File: config.mk
export PLATFORM = sky130hd
export DESIGN_NAME = rx_1553_decoder_flat
export DESIGN_NICKNAME = d
export VERILOG_FILES = /design/src/rtl/rx_1553_decoder_if.sv /design/src/rtl/rx_1553_decoder.sv /design/src/flat_wrapper.sv
export SDC_FILE = /design/constraint.sdc
export NUM_CORES = 1
export LEC_CHECK = 0
export ABC_AREA = 1
export CELL_PAD_IN_SITES_DETAIL_PLACEMENT = 1
export CELL_PAD_IN_SITES_GLOBAL_PLACEMENT = 1
export CORE_UTILIZATION = 40
export CTS_CLUSTER_DIAMETER = 50
export DETAILED_ROUTE_END_ITERATION = 12
export PLACE_DENSITY_LB_ADDON = 0.1
export SETUP_SLACK_MARGIN = 0.15
export SYNTH_ARGS = -nofsm -noshare
export SYNTH_HDL_FRONTEND = slang
export SYNTH_SLANG_ARGS = --single-unit
export TNS_END_PERCENT = 10
File: constraint.sdc
create_clock -name aclk -period 1.5 [get_ports aclk]
set_input_delay 0.45 -clock aclk [delete_from_list [all_inputs] [get_ports aclk]]
set_output_delay 0.45 -clock aclk [all_outputs]
set_load 0.02 [all_outputs]
File: src/rtl/rx_1553_decoder_if.sv
// Single-entry word stream from the 1553 receive decoder to its consumer.
// tvalid/tready handshake; tdata/tuser hold steady while tvalid is high.
interface rx_1553_decoder_if;
  logic [15:0] m_axis_tdata;
  logic [1:0]  m_axis_tuser;
  logic        m_axis_tvalid;
  logic        m_axis_tready;

  modport master (
    output m_axis_tdata,
    output m_axis_tuser,
    output m_axis_tvalid,
    input  m_axis_tready
  );

  modport slave (
    input  m_axis_tdata,
    input  m_axis_tuser,
    input  m_axis_tvalid,
    output m_axis_tready
  );
endinterface

File: src/rtl/rx_1553_decoder.sv
// 1553 receive front end: sync detect + Manchester II decode of 16 data bits and odd parity.
// Word appears 1 aclk after the parity h2 sample; a word finishing while the previous one is unaccepted is dropped with rx_abort.
module rx_1553_decoder #(
  parameter int CLOCK_SPEED = 100000000,
  parameter int SAMPLE_RATE = 8000000,
  parameter bit INVERT_DATA = 1'b0,
  parameter int SYNC_TOL    = 1
) (
  input  logic              aclk,
  input  logic              arstn,
  input  logic [1:0]        i_diff,
  rx_1553_decoder_if.master m_axis,
  output logic              rx_busy,
  output logic              rx_abort
);
  localparam int DIV      = CLOCK_SPEED / SAMPLE_RATE;
  localparam int SPB      = SAMPLE_RATE / 1000000;
  localparam int H        = SPB / 2;
  localparam int SYNC_LEN = 3 * H;
  localparam int RUN_MAX  = 4 * SPB;
  localparam int PW       = (DIV > 1) ? $clog2(DIV) : 1;
  localparam int RW       = $clog2(RUN_MAX + 1);
  localparam int EW       = $clog2(SYNC_LEN + 1);
  localparam int BW       = $clog2(SPB);

  typedef enum logic [1:0] {IDLE, SYNC2, DATA, DONE} state_t;

  logic [PW-1:0] pre_q;
  logic          tick;
  logic [1:0]    sync1_q, sync2_q;
  logic          line_vld, line_lvl;

  state_t        state_q, state_d;
  logic [RW-1:0] run_q, run_d;
  logic          prev_q, prev_d;
  logic          a_q, a_d;
  logic [EW-1:0] edge_q, edge_d;
  logic [BW-1:0] bcnt_q, bcnt_d;
  logic [4:0]    bidx_q, bidx_d;
  logic          h1_q, h1_d, h1v_q, h1v_d;
  logic [15:0]   shift_q, shift_d;
  logic          par_q, par_d;
  logic [15:0]   tdata_q, tdata_d;
  logic [1:0]    tuser_q, tuser_d;
  logic          tvalid_q, tvalid_d;
  logic          abort_q, abort_d;
  logic          in_win;

  assign tick     = (pre_q == PW'(DIV - 1));
  assign line_vld = sync2_q[1] ^ sync2_q[0];
  assign line_lvl = sync2_q[1] ^ INVERT_DATA;
  assign in_win   = (run_q >= RW'(SYNC_LEN - SYNC_TOL)) && (run_q <= RW'(SYNC_LEN + SYNC_TOL));

  always_ff @(posedge aclk or negedge arstn) begin
    if (!arstn) begin
      pre_q    <= '0;
      sync1_q  <= '0;
      sync2_q  <= '0;
      state_q  <= IDLE;
      run_q    <= '0;
      prev_q   <= 1'b0;
      a_q      <= 1'b0;
      edge_q   <= '0;
      bcnt_q   <= '0;
      bidx_q   <= '0;
      h1_q     <= 1'b0;
      h1v_q    <= 1'b0;
      shift_q  <= '0;
      par_q    <= 1'b0;
      tdata_q  <= '0;
      tuser_q  <= '0;
      tvalid_q <= 1'b0;
      abort_q  <= 1'b0;
    end else begin
      pre_q    <= tick ? '0 : pre_q + 1'b1;
      sync1_q  <= i_diff;
      sync2_q  <= sync1_q;
      state_q  <= state_d;
      run_q    <= run_d;
      prev_q   <= prev_d;
      a_q      <= a_d;
      edge_q   <= edge_d;
      bcnt_q   <= bcnt_d;
      bidx_q   <= bidx_d;
      h1_q     <= h1_d;
      h1v_q    <= h1v_d;
      shift_q  <= shift_d;
      par_q    <= par_d;
      tdata_q  <= tdata_d;
      tuser_q  <= tuser_d;
      tvalid_q <= tvalid_d;
      abort_q  <= abort_d;
    end
  end

  always_comb begin
    state_d  = state_q;
    run_d    = run_q;
    prev_d   = prev_q;
    a_d      = a_q;
    edge_d   = edge_q;
    bcnt_d   = bcnt_q;
    bidx_d   = bidx_q;
    h1_d     = h1_q;
    h1v_d    = h1v_q;
    shift_d  = shift_q;
    par_d    = par_q;
    tdata_d  = tdata_q;
    tuser_d  = tuser_q;
    tvalid_d = tvalid_q;
    abort_d  = 1'b0;

    if (tvalid_q && m_axis.m_axis_tready) tvalid_d = 1'b0;

    case (state_q)
      IDLE: begin
        if (tick) begin
          if (!line_vld) begin
            run_d = '0;
          end else if (run_q == '0 || line_lvl != prev_q) begin
            prev_d = line_lvl;
            run_d  = RW'(1);
            // The run that just ended is the first sync half; its level is the sync type.
            if (run_q != '0 && line_lvl != prev_q && in_win) begin
              a_d     = prev_q;
              edge_d  = '0;
              run_d   = '0;
              state_d = SYNC2;
            end
          end else if (run_q != RW'(RUN_MAX)) begin
            run_d = run_q + 1'b1;
          end
        end
      end

      SYNC2: begin
        if (tick) begin
          edge_d = edge_q + 1'b1;
          if ((edge_d == EW'(H + 2) || edge_d == EW'(SYNC_LEN - 2)) &&
              (!line_vld || line_lvl == a_q)) begin
            state_d = IDLE;
          end else if (edge_d == EW'(SYNC_LEN - 1)) begin
            bcnt_d  = '0;
            bidx_d  = '0;
            state_d = DATA;
          end
        end
      end

      DATA: begin
        if (tick) begin
          bcnt_d = (bcnt_q == BW'(SPB - 1)) ? '0 : bcnt_q + 1'b1;
          if (bcnt_q == BW'(SPB - 1)) bidx_d = bidx_q + 1'b1;
          if (bcnt_q == BW'(H / 2)) begin
            h1_d  = line_lvl;
            h1v_d = line_vld;
          end
          if (bcnt_q == BW'(H + H / 2)) begin
            if (!h1v_q || !line_vld || h1_q == line_lvl) begin
              abort_d = 1'b1;
              run_d   = '0;
              state_d = IDLE;
            end else if (bidx_q == 5'd16) begin
              par_d   = h1_q;
              state_d = DONE;
            end else begin
              shift_d = {shift_q[14:0], h1_q};
            end
          end
        end
      end

      DONE: begin
        run_d   = '0;
        state_d = IDLE;
        if (!tvalid_q || m_axis.m_axis_tready) begin
          tdata_d  = shift_q;
          tuser_d  = {~^{shift_q, par_q}, a_q};
          tvalid_d = 1'b1;
        end else begin
          abort_d = 1'b1;
        end
      end

      default: state_d = IDLE;
    endcase
  end

  assign m_axis.m_axis_tdata  = tdata_q;
  assign m_axis.m_axis_tuser  = tuser_q;
  assign m_axis.m_axis_tvalid = tvalid_q;
  assign rx_busy              = (state_q != IDLE);
  assign rx_abort             = abort_q;
endmodule

File: src/flat_wrapper.sv
// flat-port wrapper written by rule: the top's interface ports become plain ports
module rx_1553_decoder_flat 
#(
  parameter int CLOCK_SPEED = 100000000,
  parameter int SAMPLE_RATE = 8000000,
  parameter bit INVERT_DATA = 1'b0,
  parameter int SYNC_TOL    = 1
)
  (aclk, arstn, i_diff, rx_busy, rx_abort, m_axis_m_axis_tdata, m_axis_m_axis_tuser, m_axis_m_axis_tvalid, m_axis_m_axis_tready);
  rx_1553_decoder_if m_axis_i ();
  input  logic aclk;
  input  logic arstn;
  input  logic [1:0] i_diff;
  output logic rx_busy;
  output logic rx_abort;
  output wire logic [$bits(m_axis_i.m_axis_tdata)-1:0] m_axis_m_axis_tdata;
  output wire logic [$bits(m_axis_i.m_axis_tuser)-1:0] m_axis_m_axis_tuser;
  output wire logic [$bits(m_axis_i.m_axis_tvalid)-1:0] m_axis_m_axis_tvalid;
  input wire logic [$bits(m_axis_i.m_axis_tready)-1:0] m_axis_m_axis_tready;
  assign m_axis_m_axis_tdata = m_axis_i.m_axis_tdata;
  assign m_axis_m_axis_tuser = m_axis_i.m_axis_tuser;
  assign m_axis_m_axis_tvalid = m_axis_i.m_axis_tvalid;
  assign m_axis_i.m_axis_tready = m_axis_m_axis_tready;
  rx_1553_decoder #(.CLOCK_SPEED(CLOCK_SPEED), .SAMPLE_RATE(SAMPLE_RATE), .INVERT_DATA(INVERT_DATA), .SYNC_TOL(SYNC_TOL)) u_core (.aclk(aclk), .arstn(arstn), .i_diff(i_diff), .m_axis(m_axis_i), .rx_busy(rx_busy), .rx_abort(rx_abort));
endmodule
Word-level counts from Yosys, hierarchy flattened
Index checks and enable logic that the tools add are counted.
{"block": "totals", "register_bits": 69, "latchBits": 0, "ramBits": 0, "mem_bits_ro": 0, "in_bits": 5, "wordCells": 138, "n_memories": 0}
{"block": "op_classes", "addsub": 5, "multipliers": 0, "n_div": 0, "n_lt_le_gt_ge": 2, "eq_ne": 29, "shifts": 0, "muxes": 48, "bitwise_logic": 3, "n_reduce_logical": 33}
{"cell": "$mux 6", "count": 7}
{"cell": "$mux 5", "count": 5}
{"cell": "$mux 4", "count": 6}
{"cell": "$mux 2", "count": 11}
{"cell": "$ne 2x1->1 const B", "count": 10}
{"cell": "$reduce_and 5->1", "count": 4}
{"cell": "$pmux 6 s3", "count": 1}
{"cell": "$reduce_and 6->1", "count": 3}
{"cell": "$reduce_xnor 17->1", "count": 1}
{"cell": "$mux 3", "count": 5}
{"cell": "$eq 4x4->1 const B", "count": 3}
{"cell": "$pmux 5 s2", "count": 1}
{"cell": "$reduce_and 9->1", "count": 1}
{"cell": "$add 4x1->4 const B", "count": 2}
{"cell": "$mux 1", "count": 8}
{"cell": "$pmux 2 s4", "count": 1}
{"cell": "$pmux 4 s2", "count": 1}
{"cell": "$add 6x1->6 const B", "count": 1}
{"cell": "$eq 3x3->1 const B", "count": 2}
{"cell": "$ge 6x4->1 const B", "count": 1}
{"cell": "$le 6x4->1 const B", "count": 1}
{"cell": "$logic_not 6->1", "count": 1}
{"cell": "$logic_or 1x1->1", "count": 6}
{"cell": "$ne 3x1->1 const B", "count": 2}
{"cell": "other kinds (25)", "count": 36}

Logic depth before layout (Yosys ltp)
{"block": "logic_depth", "ltp_word": 8, "ltp_mapped": 12, "ltp_nobuf": 12}

Worst setup path before layout
Ideal clock, no wire load.
{"block": "synth_timing", "path_type": "register to register", "from": "reg u_core.pre_q[0]", "to": "reg u_core.shift_q[5]", "t_arrival_ps": 1479, "required_time_ps": 1381, "slack_ps": -98, "path_stages_with_launch": 10, "path_buffers": 2, "period_less_slack_ps": 1598, "path_cell_list": "dfrtp_1 -> ha_1 -> nand2_2 -> nor2_2 -> nand3_1 -> or2_1 -> buf_6 -> buf_6 -> nand2_2 -> o21ai_2"}
{"block": "synth_via", "elab_chain_len": 2}
{"element": "start, declared", "line_no": "rx_1553_decoder.sv:28", "text": "logic [PW-1:0] pre_q;"}
{"element": "start signal, assigned", "line_no": "rx_1553_decoder.sv:75", "text": "pre_q <= tick ? '0 : pre_q + 1'b1;"}
{"element": "$eq 4x4->1", "line_no": "rx_1553_decoder.sv:49", "text": "assign tick = (pre_q == PW'(DIV - 1));"}
{"element": "$reduce_and 5->1 (no line)"}
{"element": "end signal, assigned", "line_no": "rx_1553_decoder.sv:87", "text": "shift_q <= shift_d;"}
{"element": "end, declared", "line_no": "rx_1553_decoder.sv:41", "text": "logic [15:0] shift_q, shift_d;"}
Every way passes these cells.
A chain may end at the register's enable or synchronous reset.

Worst setup path after layout
{"block": "layout_timing", "from": "reg u_core.pre_q[0]", "to": "reg u_core.bidx_q[0]"}
{"block": "layout_via", "elab_chain_len": 3, "word_cells_on_any_way": 4, "cone_classes": "3 x eq/ne; 1 x reduce/logical"}
{"element": "$eq 4x4->1 (*)", "line_no": "rx_1553_decoder.sv:49"}
{"element": "$ne 2x1->1 (no line)"}
{"element": "$reduce_and 6->1 (no line) (*)"}
{"element": "end signal, assigned", "line_no": "rx_1553_decoder.sv:84", "text": "bidx_q <= bidx_d;"}
{"element": "end, declared", "line_no": "rx_1553_decoder.sv:39", "text": "logic [4:0] bidx_q, bidx_d;"}
Every way passes the cells marked *; elsewhere a longest branch is shown, timed or not.

==> reports/qor.csv <==
metric,value,unit
register bit count reported by yosys,69,
Synth Area in Adders,4.36,%
first-pass GRT wire length,17.1,mm
Max Cap Viol,0,
"most common cell after layout, fill and taps aside",nand2_1,
Area Growth Syn to Fin,41.2,%
synthesized area per cell,8.15,sq um
gr ovfl total,0,
DRT iter0 DRCs,81,
CORE AREA,8890,sq um
Syn Inst Count,458,
Comb pwr share,10.0,%
Yosys cell types,34,
mux contribution to synthesized area,0,%
max-slew violations,0,
Total Power,3900,uW
net count after synthesis,476,
Clk pwr share,40.4,%
final hold violation count,0,
post-synthesis compound-gate area fraction,10.2,%
pwr dens,741,nW/um^2
IO Port Bufs,25,
hold slack,0.113,ns
most frequent cells in the layout,"nand2_1, dfrtp_1, buf_4, inv_1, nand2_2",
largest family of logic cells by synthesized area,simple AND/OR/NAND/NOR gates,
IO Pins,26,
Setup WS post-layout,-0.212,ns
Antenna Violating Nets Remaining,0,
die width,98.6,um
Setup crit start,u_core.pre_q[0],
Post-Layout Cell Count,674,
Slowest Stage Delay on Critical Path,0.39,ns
Worst-Margin Slew,0.391,ns
post-synthesis simple-gate area fraction,27.2,%
filler cell count,1061,
Crit-path slowest cell,dfrtp_1,
Leakage,0.00259,uW
status,"finished, violations left",
Finish-stage setup viols,41,
hold crit path type,input port to async pin,
DR WL/cell,15.9,um
TritonCTS clock tree,yes,
DP Wirelength,6.33,mm
pre-CTS setup slack,-0.287,ns
Die H,98.6,um
final net count,580,
# H-tree levels,3,
switching pwr,978,uW
fraction of layout cells with a size suffix above 1,41.3,%
Max VDD drop,0.397,mV
pin count of the biggest net entering global routing,70,
row count,34,
Vias,3400,
Setup crit start kind,flip-flop,
Initial Util,42.0,%
later-pin clock latency in the skew report,0.35,ns
Max-slew headroom,74.0,%
TritonRoute pass-1 iters,4,
failing checks,negative setup slack,
sequential power share,49.6,%
Sum Neg Setup Slack,-5.69,ns
"Arr. time, crit path",1.95,ns
min Tclk post-route,1.71,ns
yosys warns,0,
period utilization,114,%
Die Area,9720,sq um
Crit path required time,1.74,ns
DR DRC count,0,
Sw Share,25.0,%
worst flop-to-flop path startpoint,u_core.pre_q[0],
FF-to-FF setup slack,-0.21,ns
R2R depth,11,
overall routed net length,10.7,mm
"Seq/Total Area, Yosys",46.2,%
"Clk pin slew, worst setup/hold paths",0.07,ns
CTS max path bufs,2,
ant diodes,0,
gpl congestion,0.807,
vias per std cell,5.04,
Synth Cell Area,3730,sq um
DP Cell Count,634,
Critical R2R Capture,u_core.bidx_q[0],
initial antenna violation count,0,
clock sink count,69,
Root Buffer,clkbuf_8,
CTS buffer count,9,
"Max FO, Critical Path",5,
CP endpoint kind,flip-flop,
Fmax,584,MHz
Int Pwr,2930,uW
WS Path Type,flip-flop to flip-flop,
number of global-route vias before repair,3608,
clk_skew,0.00852,ns
critical-path cell list,ha_2 > nand2_2 > nor2_4 > buf_6 > inv_1 > a21oi_2 > inv_2 > nor2_4 > nand2_2 > nand2_1 > o21ai_1,
RSZ-0062 raised after global routing,yes,
Synth Area in XOR/XNOR,3.99,%
gr usage total,22.4,%
==> synthesized netlist by cell type <==
cell type | n | share of area (%)
inv_4 | 1 | 0.17
nor3b_1 | 1 | 0.20
nor4_1 | 1 | 0.17
nand2_2 | 17 | 2.8
inv_1 | 52 | 5.2
o21ai_1 | 12 | 1.6
o21ai_2 | 16 | 3.8
o21bai_1 | 1 | 0.20
nor2_4 | 1 | 0.30
dfrtp_1 | 69 | 46
xnor2_1 | 7 | 1.6
nand3_1 | 23 | 3.1
or2_1 | 1 | 0.17
a21boi_1 | 1 | 0.20
nor2_1 | 22 | 2.2
inv_2 | 6 | 0.60
nor3_4 | 1 | 0.44
clkbuf_1 | 3 | 0.30
nand4_1 | 5 | 0.84
a21oi_1 | 3 | 0.40
ha_1 | 13 | 4.4
a211oi_1 | 1 | 0.20
buf_4 | 1 | 0.20
nand2_1 | 144 | 14
nand2_4 | 1 | 0.30
buf_6 | 5 | 1.5
nor2_2 | 2 | 0.34
or2_2 | 4 | 0.67
nor3_1 | 3 | 0.40
xor2_1 | 10 | 2.3
o21ai_0 | 27 | 3.6
nor3_2 | 2 | 0.54
nand3b_1 | 1 | 0.20
o32ai_1 | 1 | 0.23
==> sequential cells by signal (all words and copies together) (netlist names) <==
name and count:
u_core.m_axis.m_axis_tvalid 1, u_core.edge_q 4, u_core.m_axis.m_axis_tdata 16, u_core.bcnt_q 3, u_core.pre_q 4, u_core.run_q 6
u_core.state_q 2, u_core.par_q 1, u_core.m_axis.m_axis_tuser 2, u_core.rx_abort 1, u_core.sync1_q 2, u_core.prev_q 1
u_core.shift_q 16, u_core.h1_q 1, u_core.h1v_q 1, u_core.sync2_q 2, u_core.a_q 1, u_core.bidx_q 5
==> metal layers <==
layer	vias up	track usage, %	wire, um
met5	-	0	0
met4	0	6.89	228
met3	23	3.48	205
met2	44	41.0	5630
met1	1682	27.0	4640
li1	1651	-	-
==> kinds of logic after synthesis <==
group	Yosys count
and+or+nand+nor	229
AOI/OAI and AO/OA	62
adders and majority gates	13
buffers and inverters	68
xor gates and xnor gates	17
DFF	69
==> worst max-delay path, delay by kind of cell (launching register included) <==
kind | cells | cell delay (ns)
flip-flops | 1 | 0.39
AND/OR/NAND/NOR | 5 | 0.53
buffers and inverters | 3 | 0.25
adder cells (fa/ha/maj) | 1 | 0.21
AO/OA/AOI/OAI | 2 | 0.22
==> per-stage QoR <==
step	util [%]	cell area (sq um)
after CTS	56.5	5020
after detailed placement	50.5	4490
final	59.3	5270
after global placement	50.5	4490
after floorplan	-	3770
after global routing	59.3	5270
==> power by group through the flow <==
| stage | Sequential, uW | Clock (uW) | Combinational (uW) |
|---|---|---|---|
| after floorplan | 1990 | 0 | 92.7 |
| after global placement | 1960 | 0 | 273 |
| after detailed placement | 1960 | 0 | 280 |
| after CTS | 1930 | 1610 | 327 |
| after global routing | 1940 | 1700 | 422 |
| final | 1940 | 1580 | 391 |
==> layout make-up <==
| class | instances | area (sq um) | area share [%] |
|---|---|---|---|
| sequential | 69 | 1730 | 32.8 |
| multi-input combinational | 322 | 2050 | 38.8 |
| clock buffer | 11 | 151 | 2.87 |
| inverter | 59 | 236 | 4.49 |
| tap | 108 | 135 | 2.56 |
| timing repair buffer | 101 | 927 | 17.6 |
| clock inverter | 4 | 47.5 | 0.902 |
==> repair_timing <==
action	CTS	global route
resized for setup	171	52
setup buffers	14	8
cloned	3	0
setup endpoints to repair	81	81
pin swaps	32	16
hold buffers	0	0
==> worst max-delay path by stage <==
stage	endpoint	slack (ns)	cells after the start
2_1_floorplan	u_core.shift_q[5]	-0.03	11
3_3_place_gp	u_core.m_axis.m_axis_tdata[11]	-0.20	5
3_5_place_dp	u_core.m_axis.m_axis_tdata[1]	-0.29	5
4_1_cts	u_core.bidx_q[0]	-0.11	11
5_1_grt	u_core.bidx_q[0]	-0.32	11
6_report	u_core.bidx_q[0]	-0.21	11
Note: power is estimated with default switching activity, not from simulation.
